## src/rtl/router_pkg.sv

```systemverilog
// Shared router definitions for the packet-connected-circuit router.
//   - Port index constants (0=L, 1=N, 2=E, 3=S, 4=W)
//   - Port count, address width, crossbar select width
//   - Output-port state enum
//   - xy_route: dimension-ordered (X first, then Y) route computation
package router_pkg;
  localparam int NPORT  = 5;
  localparam int ADDRYX = 8;
  localparam int SELW   = 3;

  localparam logic [2:0] P_L = 3'd0;
  localparam logic [2:0] P_N = 3'd1;
  localparam logic [2:0] P_E = 3'd2;
  localparam logic [2:0] P_S = 3'd3;
  localparam logic [2:0] P_W = 3'd4;

  typedef enum logic {FREE = 1'b0, BUSY = 1'b1} ostate_e;

  // addr[7:4] = dest Y, addr[3:0] = dest X; unsigned compares.
  function automatic logic [2:0] xy_route(input logic [ADDRYX-1:0] addr,
                                          input logic [3:0] lx,
                                          input logic [3:0] ly);
    if (addr[3:0] > lx)      return P_E;
    else if (addr[3:0] < lx) return P_W;
    else if (addr[7:4] > ly) return P_N;
    else if (addr[7:4] < ly) return P_S;
    else                     return P_L;
  endfunction
endpackage

```

## src/rtl/xy_port_allocator_rr_arb5.sv

```systemverilog
// rr_arb5: pure combinational 5-way round-robin arbiter.
//   i_req : request vector
//   i_ptr : last winner; search starts at i_ptr+1 mod 5
//   o_gnt : one-hot winner (0 if no request)
//   o_idx : winner index
//   o_any : at least one request present
module rr_arb5 (
  input  logic [4:0] i_req,
  input  logic [2:0] i_ptr,
  output logic [4:0] o_gnt,
  output logic [2:0] o_idx,
  output logic       o_any
);
  always_comb begin
    o_gnt = '0;
    o_idx = '0;
    o_any = 1'b0;
    // Walk from farthest to nearest so the nearest requester after i_ptr
    // is the last (winning) assignment.
    for (int k = 5; k >= 1; k--) begin
      int c;
      c = (int'(i_ptr) + k) % 5;
      if (i_req[c]) begin
        o_gnt = 5'b00001 << c;
        o_idx = 3'(c);
        o_any = 1'b1;
      end
    end
  end
endmodule

```

## src/rtl/xy_port_allocator.sv

```systemverilog
// xy_port_allocator: per-router output-port allocator.
// Routes each input's destination XY-first, round-robin arbitrates each
// output, pulses grant/deny back to the input FSMs for one cycle and drives
// the crossbar select/valid lines. A granted circuit is held until the owner
// drops its strobe or the crossbar cancels it.
// Optional macro ARB_WATCHDOG_EN: per-output watchdog releases a circuit
// (with a deny pulse to the owner) if no pack_i is seen within TIMEOUT cycles.
// Ports:
//   clk, reset   : clock, synchronous active-high reset
//   request_i    : per-input request level
//   address_i    : per-input destination, slice i = [i*ADDRYX +: ADDRYX]
//   stb_i        : per-input link strobe
//   cancel_i     : per-input cancel from the crossbar
//   pack_i       : per-input pack acknowledge (watchdog only)
//   grant_o      : one-cycle grant pulse per input
//   deny_o       : one-cycle deny pulse per input
//   xbar_sel_o   : per-output owning input index (holds while invalid)
//   xbar_vld_o   : per-output circuit established
module xy_port_allocator
  import router_pkg::*;
#(
  parameter logic [3:0] LOCAL_Y = 4'b0010,
  parameter logic [3:0] LOCAL_X = 4'b0010,
  parameter int         TIMEOUT = 64
) (
  input  logic                    clk,
  input  logic                    reset,
  input  logic [NPORT-1:0]        request_i,
  input  logic [NPORT*ADDRYX-1:0] address_i,
  input  logic [NPORT-1:0]        stb_i,
  input  logic [NPORT-1:0]        cancel_i,
  input  logic [NPORT-1:0]        pack_i,
  output logic [NPORT-1:0]        grant_o,
  output logic [NPORT-1:0]        deny_o,
  output logic [NPORT*SELW-1:0]   xbar_sel_o,
  output logic [NPORT-1:0]        xbar_vld_o
);
  ostate_e                     r_state [NPORT];
  logic [NPORT-1:0][SELW-1:0]  r_sel;   // doubles as owner index while BUSY
  logic [NPORT-1:0][2:0]       r_ptr;
  logic [NPORT-1:0]            r_grant, r_deny;

  logic [NPORT-1:0][2:0]       w_route;
  logic [NPORT-1:0]            w_is_owner, w_elig, w_rel, w_tmo, w_any;
  logic [NPORT-1:0][NPORT-1:0] w_oreq, w_gnt;
  logic [NPORT-1:0][2:0]       w_idx;
  logic [NPORT-1:0]            w_grant_n, w_deny_n;

  always_comb begin
    w_is_owner = '0;
    for (int o = 0; o < NPORT; o++)
      if (r_state[o] == BUSY) w_is_owner[r_sel[o]] = 1'b1;
  end

  // Owners are excluded: their request level lingers a cycle past grant.
  always_comb begin
    w_route = '0;
    w_oreq  = '0;
    for (int i = 0; i < NPORT; i++)
      w_route[i] = xy_route(address_i[i*ADDRYX +: ADDRYX], LOCAL_X, LOCAL_Y);
    w_elig = request_i & stb_i & ~w_is_owner;
    for (int o = 0; o < NPORT; o++)
      for (int i = 0; i < NPORT; i++)
        w_oreq[o][i] = w_elig[i] && (w_route[i] == 3'(o));
  end

  for (genvar o = 0; o < NPORT; o++) begin : g_arb
    rr_arb5 u_arb (
      .i_req (w_oreq[o]),
      .i_ptr (r_ptr[o]),
      .o_gnt (w_gnt[o]),
      .o_idx (w_idx[o]),
      .o_any (w_any[o])
    );
    assign w_rel[o] = (r_state[o] == BUSY) &&
                      (!stb_i[r_sel[o]] || cancel_i[r_sel[o]] || w_tmo[o]);
    assign xbar_vld_o[o] = (r_state[o] == BUSY);
  end

  always_comb begin
    w_grant_n = '0;
    w_deny_n  = '0;
    for (int o = 0; o < NPORT; o++) begin
      if (r_state[o] == BUSY) begin
        // Still BUSY in a release cycle: requesters retry next cycle.
        w_deny_n = w_deny_n | w_oreq[o];
        if (w_tmo[o]) w_deny_n[r_sel[o]] = 1'b1;
      end else if (w_any[o]) begin
        w_grant_n = w_grant_n | w_gnt[o];
        w_deny_n  = w_deny_n | (w_oreq[o] & ~w_gnt[o]);
      end
    end
  end

  always_ff @(posedge clk) begin
    if (reset) begin
      r_grant <= '0;
      r_deny  <= '0;
      r_sel   <= '0;
      r_ptr   <= '0;
      for (int o = 0; o < NPORT; o++) r_state[o] <= FREE;
    end else begin
      r_grant <= w_grant_n;
      r_deny  <= w_deny_n;
      for (int o = 0; o < NPORT; o++) begin
        if (r_state[o] == BUSY) begin
          if (w_rel[o]) r_state[o] <= FREE;
        end else if (w_any[o]) begin
          r_state[o] <= BUSY;
          r_sel[o]   <= w_idx[o];
          r_ptr[o]   <= w_idx[o];
        end
      end
    end
  end

`ifdef ARB_WATCHDOG_EN
  localparam int CW = $clog2(TIMEOUT) + 1;
  logic [NPORT-1:0][CW-1:0] r_cnt;
  logic [NPORT-1:0]         r_run;

  for (genvar o = 0; o < NPORT; o++) begin : g_wd
    assign w_tmo[o] = (r_state[o] == BUSY) && r_run[o] && !pack_i[r_sel[o]] &&
                      (r_cnt[o] == CW'(TIMEOUT - 1));
  end

  // Counter starts at grant, freezes at the owner's first pack.
  always_ff @(posedge clk) begin
    if (reset) begin
      r_cnt <= '0;
      r_run <= '0;
    end else begin
      for (int o = 0; o < NPORT; o++) begin
        if (r_state[o] == FREE && w_any[o]) begin
          r_cnt[o] <= '0;
          r_run[o] <= 1'b1;
        end else if (r_state[o] == BUSY && r_run[o]) begin
          if (pack_i[r_sel[o]]) r_run[o] <= 1'b0;
          else if (w_tmo[o]) begin
            r_cnt[o] <= '0;
            r_run[o] <= 1'b0;
          end else r_cnt[o] <= r_cnt[o] + 1'b1;
        end
      end
    end
  end
`else
  logic w_unused_wd;
  assign w_tmo       = '0;
  assign w_unused_wd = ^pack_i ^ (TIMEOUT > 0);
`endif

  assign grant_o    = r_grant;
  assign deny_o     = r_deny;
  assign xbar_sel_o = r_sel;
endmodule

```

## config.mk

```make
export PLATFORM = sky130hd
export DESIGN_NAME = xy_port_allocator
export DESIGN_NICKNAME = d
export VERILOG_FILES = /design/src/rtl/router_pkg.sv /design/src/rtl/xy_port_allocator_rr_arb5.sv /design/src/rtl/xy_port_allocator.sv
export SDC_FILE = /design/constraint.sdc
export NUM_CORES = 1
export LEC_CHECK = 0
export BUFFER_PORTS_ARGS = -buffer_cell sky130_fd_sc_hd__buf_2
export CAP_MARGIN = 10
export CORE_AREA = 2 2 204 206
export DETAILED_ROUTE_END_ITERATION = 10
export DIE_AREA = 0 0 206 208
export GPL_TIMING_DRIVEN = 0
export PLACE_DENSITY = 0.55
export SLEW_MARGIN = 20
export SYNTH_ARGS = -nofsm -noshare
export SYNTH_HDL_FRONTEND = slang
export SYNTH_SLANG_ARGS = --single-unit
```

## constraint.sdc

```tcl
create_clock -name clk -period 5.8 [get_ports clk]
set_clock_uncertainty 0.05 [all_clocks]
set_input_delay 0.29 -clock clk [delete_from_list [all_inputs] [get_ports clk]]
set_output_delay 0.29 -clock clk [all_outputs]
set_load 0.02 [all_outputs]
```

==> results by group <==
Final layout
  – Sequential Area: approximately 660 sq um
  – Area added between synthesis and finish: 16.42%
  – Number of non-filler instances in the completed layout: just over 3000
  – Commonest non-fill, non-tap cell in the layout: sky130_fd_sc_hd__nand2_1
  – Fraction of layout cells with a size suffix above 1: 0.1836
  – Total of fill cells in the finished design: 4216
  – Most frequent cells in the layout: sky130_fd_sc_hd__nand2_1 (187), sky130_fd_sc_hd__nor2_1 (165), sky130_fd_sc_hd__a21oi_1 (143)
  – Combined area of the multi-input logic cells: about 0.015 sq mm
  – # nets final: 2691

Global routing
  – Total Routing Usage GR: 0.3001
  – Antenna violations before repair: 0
  – Global-route wire length before repair: about 100000 um
  – Pin count of the biggest net entering global routing: 19
  – Total gr overflow: 0
  – Via count of the first global-routing pass: 18030

Setup path
  – CP max-delay cell: sky130_fd_sc_hd__dfxtp_4
  – Most Frequent Cell on Critical Path: sky130_fd_sc_hd__buf_4
  – Largest fanout on the critical path: 10
  – Data arrival, critical path: between 5 and 6 ns
  – Data required time at the worst endpoint: 5.88 ns
  – Delay of the slowest cell on the worst path: around 0.37 ns
  – Kind of critical path: register to register
  – Setup slack of the worst register-to-register path: 0.14 ns
  – Type of origin of the critical path: register
  – Endpoint class of the critical path: register

Die
  – Die Span X: 206 um
  – Area inside the core boundary: 0.04055 sq mm
  – Number of standard-cell rows in the floorplan: 74
  – Effective utilization at floorplan: 0.3971
  – IO Pins: 92
  – Die H: 208 um
  – Floorplan die area: 0.04285 sq mm

Pwr
  – Leakage power: between 7 and 8 nW
  – Power density over the cells: 299.8 mW/mm^2
  – Max VDD drop: 0.0001752 V

Logic synthesis
  – FF+latch count, synth: 30
  – Share of the synthesized area in compound gates (AO/OA/AOI/OAI): 0.3575
  – Mapped cell area: 0.01610 sq mm
  – Async S/R FF share, synth: 0
  – Share of synthesized area occupied by flip-flops and latches: 0.03978
  – Mux contribution to synthesized area: 0.06861
  – Yosys warnings: 0
  – Combinational family with the most area after synthesis: compound AO/OA/AOI/OAI gates
  – Count of flip-flops with a built-in enable after synthesis: 4
  – Adder-cell area share of the yosys netlist: 0.1159
  – Average size of a mapped cell: 6.879 sq um
  – Post-Synthesis Cells: 2341
  – Post-Synth Simple-Gate Area: 0.3245
  – Syn_nets: between 2000 and 3000
  – Number of distinct standard cells referenced by the synthesized netlist: 115
  – Dominant register cell in the synthesized netlist: sky130_fd_sc_hd__dfxtp_1
  – Xor/xnor cell area share of the yosys netlist: 0.02797
  – Area share of the leading cell type in the synthesized netlist: 0.1134
  – Dominant cells by area after synthesis: sky130_fd_sc_hd__ha_1 (11%), sky130_fd_sc_hd__a21oi_1 (4.7%), sky130_fd_sc_hd__nand2_1 (4.4%)
  – Library cell occupying the most area in the post-synthesis netlist: sky130_fd_sc_hd__ha_1

Drt
  – Mean routed wirelength per cell: 22.43 um
  – Drt initial violations: 2066
  – Vias per inst: ~6.6
  – Number of nets with antenna violations after detailed routing: 0
  – DR pass1 iterations: 8
  – Total length of routed wires: 67650 um
  – Via Count: 19850
  – Count of unresolved DRC violations after routing: 0

Place
  – Number of cells after detailed placement: around 3000
  – Final weighted congestion in routability-driven placement: 0.9669
  – DP Worst Slack: -1.860 ns
  – Port Buf Inserts: 86
  – HPWL after DPL: roughly 54000 um

Outcome
  – Result of the run: complete, no violations

STA
  – Fmax: approximately 0.18 GHz
  – Post-route fraction of the period consumed by the critical path: 0.9757
  – Setup violators final: 0
  – Slack of the critical path: roughly 0.14 ns
  – Number of hold-slack violations in the final timing report: 0
  – Min Tclk post-route: 5.659 ns
  – Slew @ Worst Pin: ~1.1 ns
  – Setup repair after global routing missed its margin: yes
  – Number of max-slew violations in the final report: 0
  – Worst slew margin relative to its limit: 0.2622

Clock network
  – Clock net sink count: 30
  – Total CTS buffers: 5
  – Clock H-tree levels: 2
  – Clock tree from TritonCTS: built
  – Count of hold buffers inserted by post-cts repair: 0
  – Root cell of the clock tree: sky130_fd_sc_hd__clkbuf_16
  – Clk Latency, worst-skew pair: 0.30 ns
  – Number of buffers on the longest clock path: 2
  – Clock slew seen by the registers of the worst setup and hold paths: roughly 0.060 ns

Flow run
  – Maximum capacitance violations: 0

Worst hold path
  – Classification of the worst-slack hold path: primary input to register
## critical path, delay by kind of cell (launching register included)
| family | cells | cell delay, ns |
|---|---|---|
| fa+ha+maj | 3 | 0.64 |
| compound gates | 7 | 1.43 |
| buf+inv | 16 | 1.94 |
| simple gates | 4 | 0.83 |
| xor+xnor | 1 | 0.21 |
| flops | 1 | 0.37 |
## cell usage after synthesis (18+ instances only)
cell type                  number
sky130_fd_sc_hd__dfxtp_1       26
sky130_fd_sc_hd__nor2_1       167
sky130_fd_sc_hd__mux2i_1       64
sky130_fd_sc_hd__clkbuf_1      66
sky130_fd_sc_hd__a211oi_1      44
sky130_fd_sc_hd__nand3_1       78
sky130_fd_sc_hd__or3_1         32
sky130_fd_sc_hd__and3_1        22
sky130_fd_sc_hd__nand2b_1      54
sky130_fd_sc_hd__and2_1        41
sky130_fd_sc_hd__a22oi_1       18
sky130_fd_sc_hd__nor4_1        33
sky130_fd_sc_hd__nand4_1       22
sky130_fd_sc_hd__o31ai_1       29
sky130_fd_sc_hd__nand2_1      187
sky130_fd_sc_hd__a21oi_1      152
sky130_fd_sc_hd__nor2b_1       40
sky130_fd_sc_hd__a21o_1        22
sky130_fd_sc_hd__o22ai_1       30
sky130_fd_sc_hd__mux2_2        26
sky130_fd_sc_hd__nor4b_1       20
sky130_fd_sc_hd__buf_2         33
sky130_fd_sc_hd__o21a_1        27
sky130_fd_sc_hd__o21ai_0      125
sky130_fd_sc_hd__nand3b_1      30
sky130_fd_sc_hd__inv_1        123
sky130_fd_sc_hd__a31oi_1       37
sky130_fd_sc_hd__ha_1         146
sky130_fd_sc_hd__nor3_1        99
sky130_fd_sc_hd__o211ai_1      38
sky130_fd_sc_hd__xnor2_1       41
sky130_fd_sc_hd__or2_2         23
sky130_fd_sc_hd__o211a_1       18
## path summary, 6_finish.rpt
check,from,end,cells past startpoint
max,r_ptr[6],r_ptr[8],31
min,reset,r_ptr[7],3
max reg2reg,r_ptr[6],r_ptr[8],31
min reg2reg,r_ptr[4],r_ptr[4],2
## repair_timing
action | in CTS | in global routing
buffers inserted | 21 | 30
setup endpoints to repair | 34 | 32
pin swaps | 15 | 17
resized for setup | 115 | 120
## kinds of logic after synthesis
logic type	Yosys count
xor+xnor	48
mux	98
buf+inv	261
flops	30
fa+ha+maj	149
compound gates	806
simple gates	949
## cell type report
| cell class | count | area share |
|---|---|---|
| Antenna cell | 1 | 0.0001335 |
| Buffer | 117 | 0.03444 |
| Clock buffer | 6 | 0.007408 |
| Clock inverter | 2 | 0.0006674 |
| Inverter | 139 | 0.03017 |
| Multi-Input combinational cell | 2050 | 0.8123 |
| Sequential cell | 30 | 0.03537 |
| Tap cell | 532 | 0.03551 |
| Timing Repair Buffer | 139 | 0.04405 |
## metrics by stage
step | utilization | hold slack [ns] | total power (W) | TNS [ns] | instance area [sq um]
2_1_floorplan | - | 0.3949 | 0.003469 | 0 | 16120
3_3_place_gp | 0.4246 | 0.6160 | 0.004529 | -45.48 | 17220
3_5_place_dp | 0.4260 | 0.6095 | 0.004564 | -46.13 | 17270
4_1_cts | 0.4434 | 0.2961 | 0.005169 | 0 | 17980
5_1_grt | 0.4622 | 0.3412 | 0.006035 | -0.1692 | 18740
6_report | 0.4623 | 0.3100 | 0.005620 | 0 | 18750
## state kept, by name, indices dropped and copies added (netlist names)
signal and flops:
r_state 5, r_ptr 15, grant_o 5, deny_o 5
## power breakdown
group / total (W) / internal, W / switching (W)
clock network: 0.000299 / 0.000171 / 0.000128
logic: 0.00500 / 0.00194 / 0.00306
registers: 0.000316 / 0.000255 / 0.0000610
total: 0.00562 / 0.00237 / 0.00325
## metal layers
metal / global-route usage / routed length [um]
met4: 0.09951 / 2487
met3: 0.02961 / 5125
met2: 0.4717 / 29890
met5: 0 / 0
met1: 0.4254 / 30140
(Power assumes the default switching activity.)
